--- src/rtl/sw_pkg.sv ---
// Shared constants and helpers for the switch debounce bank.
//  SW_SCAN_1MS_50M   : scan period giving one tick per 1 ms at 50 MHz
//  SW_STABLE_DEFAULT : default number of agreeing scan ticks needed to flip a bit
//  SW_WIDTH_DEFAULT  : default number of switch channels
//  sw_clog2()        : ceiling log2, used for counter widths
package sw_pkg;

   localparam int unsigned SW_SCAN_1MS_50M   = 49999;
   localparam int unsigned SW_STABLE_DEFAULT = 3;
   localparam int unsigned SW_WIDTH_DEFAULT  = 8;

   // Smallest r with 2**r >= v
   function automatic int unsigned sw_clog2(input int unsigned v);
      int unsigned r;
      r = 0;
      while ((64'(1) << r) < 64'(v)) r = r + 1;
      return r;
   endfunction

endpackage

--- src/rtl/switch_debounce_chan.sv ---
// One debounce channel: stability counter, debounced output bit and
// optional one-cycle rise/fall strobes.
//  sys_clk   in   system clock
//  sys_rst   in   asynchronous active-low reset
//  tick      in   scan tick (one clock wide)
//  sync_bit  in   synchronised switch level
//  out_bit   out  debounced level (registered)
//  rise      out  strobe, out_bit went 0->1 (SW_EDGE_EN only, else 0)
//  fall      out  strobe, out_bit went 1->0 (SW_EDGE_EN only, else 0)
// Build option: `define SW_EDGE_EN enables the rise/fall strobe registers.
module switch_debounce_chan
   import sw_pkg::*;
#(
   parameter int unsigned STABLE_SAMPLES = SW_STABLE_DEFAULT
) (
   input  logic sys_clk,
   input  logic sys_rst,
   input  logic tick,
   input  logic sync_bit,
   output logic out_bit,
   output logic rise,
   output logic fall
);

   localparam int unsigned CNT_W = sw_clog2(STABLE_SAMPLES + 1);
   localparam logic [CNT_W-1:0] CNT_LAST = CNT_W'(STABLE_SAMPLES - 1);

   logic [CNT_W-1:0] stab_cnt;

   // Count consecutive disagreeing ticks; flip the output on the last one
   always_ff @(posedge sys_clk or negedge sys_rst) begin
      if (!sys_rst) begin
         stab_cnt <= '0;
         out_bit  <= 1'b0;
      end else if (tick) begin
         if (sync_bit == out_bit) begin
            stab_cnt <= '0;
         end else if (stab_cnt == CNT_LAST) begin
            out_bit  <= sync_bit;
            stab_cnt <= '0;
         end else begin
            stab_cnt <= stab_cnt + CNT_W'(1);
         end
      end
   end

`ifdef SW_EDGE_EN
   logic flip_c;
   assign flip_c = tick && (sync_bit != out_bit) && (stab_cnt == CNT_LAST);

   // Strobes coincide with the cycle out_bit shows its new value
   always_ff @(posedge sys_clk or negedge sys_rst) begin
      if (!sys_rst) begin
         rise <= 1'b0;
         fall <= 1'b0;
      end else begin
         rise <= flip_c &  sync_bit;
         fall <= flip_c & ~sync_bit;
      end
   end
`else
   assign rise = 1'b0;
   assign fall = 1'b0;
`endif

endmodule

--- src/rtl/switch_debounce_bank.sv ---
// Bank of WIDTH independently debounced switch channels sampled once per
// scan period.
//  sys_clk        in   system clock (50 MHz)
//  sys_rst        in   asynchronous active-low reset
//  scan_en        in   1 = scan counter runs, 0 = counter holds (no ticks)
//  switch_input   in   raw asynchronous switch pins [WIDTH]
//  switch_output  out  debounced switch state [WIDTH]
//  sw_rise        out  one-cycle 0->1 strobes [WIDTH] (SW_EDGE_EN only)
//  sw_fall        out  one-cycle 1->0 strobes [WIDTH] (SW_EDGE_EN only)
//  sample_tick    out  one-cycle strobe on every scan tick
// Build option: `define SW_EDGE_EN enables sw_rise/sw_fall; otherwise they are 0.
module switch_debounce_bank
   import sw_pkg::*;
#(
   parameter int unsigned WIDTH          = SW_WIDTH_DEFAULT,
   parameter int unsigned SCAN_PERIOD    = SW_SCAN_1MS_50M,
   parameter int unsigned STABLE_SAMPLES = SW_STABLE_DEFAULT
) (
   input  logic             sys_clk,
   input  logic             sys_rst,
   input  logic             scan_en,
   input  logic [WIDTH-1:0] switch_input,
   output logic [WIDTH-1:0] switch_output,
   output logic [WIDTH-1:0] sw_rise,
   output logic [WIDTH-1:0] sw_fall,
   output logic             sample_tick
);

   localparam int unsigned SCAN_W = sw_clog2(SCAN_PERIOD + 1);
   localparam logic [SCAN_W-1:0] SCAN_LAST = SCAN_W'(SCAN_PERIOD);

   logic [WIDTH-1:0]  sync_meta;
   logic [WIDTH-1:0]  sync_q;
   logic [SCAN_W-1:0] scan_cnt;
   logic              tick_c;

   // Two-flop synchroniser for the asynchronous pins
   always_ff @(posedge sys_clk or negedge sys_rst) begin
      if (!sys_rst) begin
         sync_meta <= '0;
         sync_q    <= '0;
      end else begin
         sync_meta <= switch_input;
         sync_q    <= sync_meta;
      end
   end

   assign tick_c = (scan_cnt == SCAN_LAST) && scan_en;

   // Scan counter holds its value while scan_en is low
   always_ff @(posedge sys_clk or negedge sys_rst) begin
      if (!sys_rst) begin
         scan_cnt    <= '0;
         sample_tick <= 1'b0;
      end else begin
         sample_tick <= tick_c;
         if (scan_en) begin
            scan_cnt <= tick_c ? '0 : scan_cnt + SCAN_W'(1);
         end
      end
   end

   // One debounce channel per switch
   for (genvar i = 0; i < int'(WIDTH); i++) begin : g_chan
      switch_debounce_chan #(
         .STABLE_SAMPLES (STABLE_SAMPLES)
      ) u_chan (
         .sys_clk  (sys_clk),
         .sys_rst  (sys_rst),
         .tick     (tick_c),
         .sync_bit (sync_q[i]),
         .out_bit  (switch_output[i]),
         .rise     (sw_rise[i]),
         .fall     (sw_fall[i])
      );
   end

endmodule
--- config.mk ---
export PLATFORM = sky130hd
export DESIGN_NAME = switch_debounce_bank
export DESIGN_NICKNAME = d
export VERILOG_FILES = /design/src/rtl/sw_pkg.sv /design/src/rtl/switch_debounce_chan.sv /design/src/rtl/switch_debounce_bank.sv
export SDC_FILE = /design/constraint.sdc
export NUM_CORES = 1
export LEC_CHECK = 0
export ABC_AREA = 1
export CAP_MARGIN = 20
export CORE_MARGIN = 5
export CORE_UTILIZATION = 56
export CTS_CLUSTER_DIAMETER = 40
export DETAILED_ROUTE_END_ITERATION = 12
export MAX_ROUTING_LAYER = met4
export PLACE_DENSITY = 0.8
export SYNTH_ARGS = -nofsm -noshare
export SYNTH_HDL_FRONTEND = slang
export SYNTH_SLANG_ARGS = --single-unit
--- constraint.sdc ---
create_clock -name sys_clk -period 1.7 [get_ports sys_clk]
set_input_delay 0.34 -clock sys_clk [delete_from_list [all_inputs] [get_ports sys_clk]]
set_output_delay 0.34 -clock sys_clk [all_outputs]
set_load 0.02 [all_outputs]
# Word level (Yosys, flattened, before mapping)
# Index checks and enable logic that the tools add are counted.
[word_totals] register_bits=57 output_inout_bits=25 elab_cells=80
[classes] add_sub_neg=9 n_eq_ne=17 mux=17 bitwise=8 n_reduce_logical=9
[ops] operator="2-bit 2-to-1 mux" n=16
[ops] operator="3-bit AND reduction" n=8
[ops] operator="16-bit by 1-bit adder with 16-bit output (second input constant)" n=1
[ops] operator="2-bit by 1-bit adder with 2-bit output (second input constant)" n=8
[ops] operator="16-bit equality test (second input constant)" n=1
[ops] operator="2-bit equality test (second input constant)" n=8
[ops] operator="16-bit 2-to-1 mux" n=1
[ops] operator="1-bit equality test" n=8
[ops] operator="1-bit inverter" n=8
[ops] operator="1-bit logical AND" n=1

# Depth between registers and ports, before layout
# Gate-level depths: netlist (run 1).
[depth] word_depth=3 mapped_depth=10 ltp_nobuf=9

# Cells and area by module
# A second synthesis (run 1) with hierarchy kept.
[unflattened] hier_cells=397 hier_area_um2=2885.3
[modules_own_cells] mod="switch_debounce_chan" n_inst=8 cells_per_inst=30 area_per_inst_um2=185.2 seq_area_each_um2=75.1
[modules_own_cells] mod="switch_debounce_bank" n_inst=1 cells_per_inst=157 area_per_inst_um2=1403.8 seq_area_each_um2=825.8

# Worst setup path before layout (run 1)
# OpenSTA, ideal clock, no wires.
[synth_timing] kind="register to register" start="reg scan_cnt[0]" end="reg g_chan[0].u_chan.stab_cnt[1]" arrival_time_ns=1.214 slack_ns=0.370 path_stages_with_launch=8 cell_sequence="dfrtp_1 -> ha_1 -> nand3_1 -> nor2_4 -> nand3_4 -> buf_6 -> nor2_2 -> nor2_2"
[synth_between] elab_chain_cells=2
[synth_lines] element="from (decl)" line="switch_debounce_bank.sv:34" text="logic [SCAN_W-1:0] scan_cnt;"
[synth_lines] element="from (signal assigned)" line="switch_debounce_bank.sv:58" text="scan_cnt <= tick_c ? '0 : scan_cnt + SCAN_W'(1);"
[synth_lines] element="16-bit equality test" line="switch_debounce_bank.sv:48" text="assign tick_c = (scan_cnt == SCAN_LAST) && scan_en;"
[synth_lines] element="1-bit logical AND" line="switch_debounce_bank.sv:48"
[synth_lines] element="to (signal assigned)" line="switch_debounce_chan.sv:42" text="stab_cnt <= stab_cnt + CNT_W'(1);"
[synth_lines] element="to (decl)" line="switch_debounce_chan.sv:28" text="logic [CNT_W-1:0] stab_cnt;"
# No other way between the ends.
# A chain may end at the register's enable or synchronous reset.

# Final worst setup path (run 1)
[layout_timing] start="reg sample_tick" end="out sample_tick"
[layout_lines] element="from (decl)" line="switch_debounce_bank.sv:26" text="output logic sample_tick"
[layout_lines] element="from (signal assigned)" line="switch_debounce_bank.sv:56" text="sample_tick <= tick_c;"
# No word-level cell between the ends.

==> results of run 1 <==
[registers in the layout (all words and copies together), names as in the netlist]
register and flops:
scan_cnt 16, sync_q 8, sync_meta 8, g_chan.u_chan.out_bit 8, g_chan.u_chan.stab_cnt 16, sample_tick 1
[cell type report]
class / instances / area [sq um]
Fill cell: 438 / 1750
Sequential cell: 57 / 1430
Multi-Input combinational cell: 246 / 1150
Timing Repair Buffer: 29 / 282
Inverter: 68 / 255
Clock buffer: 11 / 131
Tap cell: 70 / 87.6
Clock inverter: 5 / 56.3
[power by group through the flow]
| stage | Clock, uW | Combinational [uW] | Sequential (uW) |
|---|---|---|---|
| after CTS | 1230 | 653 | 1640 |
| after global routing | 1290 | 754 | 1660 |
| after floorplan | 0 | 538 | 1600 |
| final | 1190 | 653 | 1640 |
| after global placement | 0 | 633 | 1660 |
| after detailed placement | 0 | 648 | 1660 |
[stage by stage]
| step | setup TNS, ns | util | setup WS [ns] |
|---|---|---|---|
| 4_1_cts | 0 | 0.659 | 0.00781 |
| 2_1_floorplan | 0 | - | 0.370 |
| 6_report | 0 | 0.659 | 0.0891 |
| 3_3_place_gp | -0.634 | 0.622 | -0.0536 |
| 5_1_grt | 0 | 0.659 | 0.0373 |
| 3_5_place_dp | -2.39 | 0.622 | -0.140 |
[layer usage]
layer  vias up  GRT usage  part of all wire
met5         -          -                 0
met4         0     0.0579             0.012
met3         9     0.0545             0.052
met2        61      0.304              0.49
met1      1071      0.228              0.44
li1       1193          -                 -
[path summary, 6_finish.rpt]
kind | startpoint | end | slack [ns]
min in group asynchronous | sys_rst | g_chan[3].u_chan.stab_cnt[1]$_DFFE_PN0N_ | 0.46
min | sync_meta[1]$_DFF_PN0_ | sync_q[1]$_DFF_PN0_ | 0.35
max | sample_tick$_DFF_PN0_ | sample_tick | 0.09
max reg2reg | scan_cnt[1]$_DFFE_PN0P_ | g_chan[6].u_chan.stab_cnt[0]$_DFFE_PN0N_ | 0.21
min reg2reg | sync_meta[1]$_DFF_PN0_ | sync_q[1]$_DFF_PN0_ | 0.35
max in group asynchronous | sys_rst | scan_cnt[10]$_DFFE_PN0P_ | 0.70
[layout by cell type, fill, tap and decap left out, types with 3 or more instances in the layout]
cell type / instances
nor2_2: 5
nand3_1: 33
dfrtp_1: 57
nand2_1: 78
nor3_1: 7
a21oi_1: 3
dlygate4sd2_1: 7
inv_2: 4
o21ai_0: 5
nand4_1: 10
inv_1: 63
conb_1: 16
clkdlybuf4s50_1: 10
nand2_2: 3
clkbuf_8: 9
o21ai_1: 7
nor2_1: 59
xor2_1: 4
xnor2_1: 7
nor2_4: 3
buf_4: 7
[what timing repair did]
item / in CTS / in global routing
hold buffers: 1 / 0
endpoints found under the hold margin: 14 / 0
setup endpoints to repair: 7 / 1
buffers inserted: 0 / 0
gates resized for setup: 7 / 1
cloned: 0 / 0
[synth_stat cells]
library cell / count
nand4_1: 10
nor2_4: 3
buf_4: 27
o21ai_1: 7
buf_6: 1
o21ai_0: 5
nor2_2: 5
clkinv_1: 1
o21ai_2: 1
dfrtp_1: 57
nor2_1: 59
conb_1: 1
inv_1: 63
or2_2: 2
nand3_1: 33
inv_2: 4
nand2_2: 3
ha_1: 1
nand2_1: 78
xnor2_1: 7
nor3_1: 7
nand3_4: 1
buf_2: 1
o21bai_1: 1
a21oi_1: 3
xor2_1: 4
[cell families after synthesis]
group	after synthesis
AND/OR/NAND/NOR	201
buffers and inverters	97
flip-flops	57
AO/OA/AOI/OAI	17
XOR/XNOR	11
adder cells (fa/ha/maj)	1
other	1
==> key figures, run 1 <==
Pwr
  • Switching share of total power: 0.320
  • Worst VDD drop: 0.607 mV
  • Int Pwr: 2370 uW
  • Leakage: 0.00178 uW
  • Clock Power Share: 0.342
  • Sw power: 1110 uW
  • Tot Pwr: 3480 uW
  • Sequential share of power: 0.470
  • Comb pwr share: 0.187
  • Power Density: 1030 nW/um^2

Worst setup path
  • Buf/Inv on CP: 1
  • Critical path class: reg -> out
  • CP max FO: 1
  • CP max stage cell: clkdlybuf4s50_1
  • Startpoint types: flip-flop
  • CP max stage delay: 0.60 ns
  • CP Data Required Time: 1.36 ns
  • Critical path depth in cells: 1
  • Path depth of the worst reg2reg path: 6
  • Arrival @ worst endpoint: 1.27 ns
  • Crit. End Element: output port
  • Crit path cell chain: clkdlybuf4s50_1
  • Crit path max-delay family: buffers and inverters

STA
  • Final setup fails: 0
  • FMAX: 621 MHz
  • Final min period: 1.61 ns
  • RSZ-0062 raised after global routing: no
  • Pins Over Slew Limit: 0
  • Hold Vio Cnt, Final: 0
  • Clock Skew: 0.00564 ns
  • Final Cycle Share: 0.948
  • Final Hold Slack: 0.348 ns

Placement
  • Detailed Place HPWL: 4.17 mm
  • Placed Cells: 469
  • Gp weighted congestion: 0.882
  • # port buffers: 19
  • Post-DP Area: 3200 sq um

Die
  • Die H: 83.1 um
  • Starting density of the core: 0.583
  • Die width: 83.1 um
  • I/O pin cnt: 36
  • Die Area: 6910 sq um
  • Core area: 5140 sq um
  • # rows: 26

Yosys
  • Largest family of logic cells by synthesized area: simple AND/OR/NAND/NOR gates
  • Mapped Cells: 385
  • Synth top area cells: dfrtp_1, nand2_1, inv_1
  • Synth Cell Area: 3000 sq um
  • Flip-flop and latch count after synthesis: 57
  • Complex-gate fraction of the synthesized area: 0.0305
  • Post-Synth XOR/XNOR Area: 0.0322
  • Simple-Gate Fraction of Synth Area: 0.297
  • Leading area contributor after synthesis: dfrtp_1
  • Synth Area per Inst: 7.78 sq um
  • Fraction of the mapped netlist area in adder cells: 0.00418
  • Synth warn: 0
  • Share of Yosys cell area claimed by the top area cell type: 0.476
  • Multiplexer share of the synthesized area: 0
  • Post-synthesis cell type count: 26
  • Register area share after synthesis: 0.476

Run status
  • Outcome: complete, no violations

Layout
  • Nets: 423
  • Non-filler instance count after layout: 486
  • Fin area: 3390 sq um
  • # diodes: 0
  • Area Growth Syn to Fin: 13.2%
  • Proportion of layout cells with a drive suffix above 1: 0.103

Clock network
  • CTS Buf Count: 9
  • Clock Path Buffers: 2
  • Worst-Skew Late Latency: 0.33 ns
  • CTS tree: done
  • CTS H-tree depth: 3
  • Clk slew on worst S/H paths: 0.06 ns
  • Clock Sinks: 57
  • Root Driver: clkbuf_8

Detailed routing
  • Antenna Violating Nets Remaining: 0
  • WL final: 5.65 mm
  • DR WL/cell: 11.6 um
  • DR vias/cell: 4.80
  • DRC: 0
  • Pre-antenna DRT Iters: 4
  • Drt initial violations: 215
  • Total number of vias: 2,334

Min path
  • Hold Crit Depth: 0
  • HP Class: reg -> reg

Global route
  • Vias in the first global route: 2,279
  • GRT overflow: 0
  • All-Layer GR Usage: 0.188
  • Largest net degree at the start of global routing: 44
  • First-pass GRT wire length: 10.2 mm
  • Initial antenna violation count: 0

Job
  • Max_cap viols: 0
Power figures use the tool's default switching activity.
==> inputs of run 2 (changes only) <==
--- a/config.mk
+++ b/config.mk
@@ -8,11 +8,12 @@
 export ABC_AREA = 1
 export CAP_MARGIN = 20
 export CORE_MARGIN = 5
-export CORE_UTILIZATION = 56
+export CORE_UTILIZATION = 55
 export CTS_CLUSTER_DIAMETER = 40
 export DETAILED_ROUTE_END_ITERATION = 12
 export MAX_ROUTING_LAYER = met4
-export PLACE_DENSITY = 0.8
+export PLACE_DENSITY = 0.79
 export SYNTH_ARGS = -nofsm -noshare
 export SYNTH_HDL_FRONTEND = slang
+export SYNTH_HIERARCHICAL = 1
 export SYNTH_SLANG_ARGS = --single-unit
==> run 2 against run 1 <==
Power is 6.9% lower. Highest routed layer unchanged. Largest cell class unchanged. Die area decreased by 1.7%. Worst setup slack lost 0.038 ns. Critical path type unchanged.
==> key figures, run 2 <==
Yosys
  • Synth Area per Inst: 7.27 sq um (-6.6%)
  • EDFF count, synth: 0 (unchanged)
  • Synth cell count leaders: nand2_1, inv_1, dfrtp_1
  • Ys flop type: dfrtp_1
  • Synth async-reset ratio: 1.00 (unchanged)
  • Mapped Cells: 397 (+3.1%)
  • Register area share after synthesis: 0.494 (+0.0182)
  • Most frequent cell after synthesis: nand2_1
  • Synth warn: 6 (+6)
  • Synth Cell Area: 2890 sq um (-3.7%)
  • Flip-flop and latch count after synthesis: 57 (unchanged)
  • Post-synthesis cell type count: 20 (-23%)
  • Leading area contributor after synthesis: dfrtp_1
  • Share of Yosys cell area claimed by the top area cell type: 0.494 (+0.0182)
  • Synth top area cells: dfrtp_1, nand2_1, inv_1

Placement
  • Post-DP Area: 3190 sq um (-0.12%)
  • Gp weighted congestion: 0.842 (-4.5%)
  • Detailed Place HPWL: 3.65 mm (-12%)
  • # port buffers: 19 (unchanged)
  • Pre-CTS WS: -0.121 ns (+0.0185 ns)

Layout
  • Area Growth Syn to Fin: 24.1%
  • Highest-count cells in the layout ignoring fill and taps: nand2_1, inv_1, dfrtp_1, nor2_1, nand3_1
  • # diodes: 0 (unchanged)
  • Nets: 451 (+6.6%)
  • Fin area: 3580 sq um (+5.6%)
  • Commonest non-fill, non-tap cell in the layout: nand2_1
  • Largest regs: g_chan.u_chan/stab_cnt: 16 flops, scan_cnt: 16 flops
  • Proportion of layout cells with a drive suffix above 1: 0.140 (+0.0363)

Job
  • Max_cap viols: 0 (unchanged)

Clock network
  • CTS tree: done
  • CTS H-tree depth: 3 (unchanged)
  • Clock Path Buffers: 2 (unchanged)
  • Root Driver: clkbuf_8
  • Worst-Skew Late Latency: 0.34 ns (about the same)
  • Clk slew on worst S/H paths: 0.06 ns (about the same)
  • CTS Buf Count: 9 (unchanged)
  • Clock Sinks: 57 (unchanged)

Worst setup path
  • CP max stage delay: 0.61 ns (about the same)
  • Crit. End Element: output port
  • Critical path class: reg -> out
  • Arrival @ worst endpoint: 1.31 ns (+0.04 ns)
  • Crit path cell chain: clkdlybuf4s50_1
  • CP max FO: 3 (+2)
  • Buf/Inv on CP: 1 (unchanged)
  • Worst R2R Start: scan_cnt[0]$_DFFE_PN0P_
  • CP Data Required Time: 1.36 ns (about the same)
  • Startpoint types: flip-flop
  • Worst Setup SP: g_chan[6].u_chan/out_bit$_DFFE_PN0P_
  • CP max stage cell: clkdlybuf4s50_1
  • Crit path max-delay family: buffers and inverters

Global route
  • Largest net degree at the start of global routing: 46 (+4.5%)
  • Initial antenna violation count: 0 (unchanged)
  • GRT overflow: 0 (unchanged)
  • All-Layer GR Usage: 0.174 (-0.0141)
  • Vias in the first global route: 2,166 (-5.0%)
  • First-pass GRT wire length: 8.58 mm (-16%)

Run status
  • Outcome: complete, no violations

STA
  • Hold Vio Cnt, Final: 0 (unchanged)
  • RSZ-0062 raised after global routing: yes
  • Final Cycle Share: 0.970 (+0.0221)
  • Final min period: 1.65 ns (+0.0376 ns)
  • Setup ws final: 0.0516 ns (-0.0376 ns)
  • Clock Skew: 0.00989 ns (+0.00425 ns)
  • Pins Over Slew Limit: 0 (unchanged)
  • Final setup fails: 0 (unchanged)
  • FMAX: 607 MHz (-2.3%)

Pwr
  • Comb pwr share: 0.151 (-0.036)
  • Int Pwr: 2370 uW (+0.17%)
  • Worst VDD drop: 0.652 mV (+7.3%)
  • Clock Power Share: 0.373 (+0.031)
  • Power Density: 906 nW/um^2 (-12%)
  • Switching share of total power: 0.268 (-0.0515)
  • Sw power: 871 uW (-22%)
  • Sequential share of power: 0.475 (+0.005)
  • Leakage: 0.00186 uW (+4.7%)
  • Tot Pwr: 3240 uW (-6.9%)

Die
  • Die width: 82.4 um (-0.85%)
  • Core area: 5110 sq um (-0.63%)
  • Starting density of the core: 0.565 (-0.0178)
  • Die H: 82.4 um (-0.85%)
  • # rows: 26 (unchanged)
  • I/O pin cnt: 36 (unchanged)
  • Die Area: 6790 sq um (-1.7%)

Detailed routing
  • DR WL/cell: 10.6 um (-9.2%)
  • DR vias/cell: 4.54 (-5.4%)
  • Pre-antenna DRT Iters: 4 (unchanged)
  • Drt initial violations: 146 (-32%)
  • DRC: 0 (unchanged)
  • WL final: 5.43 mm (-3.9%)
  • Antenna Violating Nets Remaining: 0 (unchanged)
  • Total number of vias: 2,334 (unchanged)

Min path
  • Hold_sp: sync_meta[0]$_DFF_PN0_
  • HP Class: reg -> reg
run 2: final timing paths:
check | end | depth (start not counted) | slack, ns
max | switch_output[6] | 1 | 0.05
min | sync_q[0]$_DFF_PN0_ | 0 | 0.35
max reg2reg | g_chan[5].u_chan/out_bit$_DFFE_PN0P_ | 13 | 0.07
min reg2reg | sync_q[0]$_DFF_PN0_ | 0 | 0.35
max in group asynchronous | g_chan[4].u_chan/stab_cnt[0]$_DFFE_PN0P_ | 3 | 0.73
min in group asynchronous | sync_meta[7]$_DFF_PN0_ | 2 | 0.43
run 2: metrics by stage:
step                      cells  setup TNS [ns]   util  hold WS [ns]
after global routing        514          -0.838  0.701         0.355
final                       514               0  0.701         0.347
after floorplan             405         -0.0915      -        0.0444
after detailed placement    490           -1.56  0.625         0.263
after CTS                   508               0  0.666         0.351
after global placement      490           -1.19  0.625         0.251
run 2: layout make-up:
| type | instances | area (sq um) |
|---|---|---|
| multi-input cells | 256 | 1180 |
| repair buffers | 39 | 412 |
| clock buffers | 13 | 149 |
| flip-flops and latches | 57 | 1430 |
| fillers | 402 | 1530 |
| well taps | 70 | 87.6 |
| clock inverters | 3 | 40.0 |
| inverters | 76 | 289 |
run 2: per-layer routing:
| metal | GRT usage | routed length [um] | up-vias |
|---|---|---|---|
| met5 | - | 0 | - |
| met4 | 0.0698 | 44 | 0 |
| met3 | 0.0618 | 225 | 6 |
| met2 | 0.290 | 2840 | 38 |
| met1 | 0.188 | 2320 | 1074 |
| li1 | - | - | 1216 |
run 2: kinds of logic after synthesis:
kind of cell,count (synthesis),share of synthesized area
flops,57,0.494
simple gates,231,0.331
xor+xnor,4,0.0121
compound gates,4,0.00694
other cells,8,0.0104
fa+ha+maj,1,0.00434
buf+inv,92,0.141
run 2: what timing repair did:
| action | 4_1_cts | 5_1_grt |
|---|---|---|
| endpoints found under the hold margin | 12 | 0 |
| pin swaps | 0 | 22 |
| hold buffers | 1 | 0 |
| resized for setup | 1 | 31 |
| endpoints found under the setup margin | 2 | 30 |
| setup buffers | 1 | 4 |
| cloned | 0 | 2 |
run 2: power by group through the flow:
stage	Combinational (uW)	Clock (uW)	Sequential [uW]
floorplan	296	0	1570
global placement	431	0	1550
detailed placement	440	0	1560
CTS	453	1250	1530
global route	557	1310	1550
finish	491	1210	1540
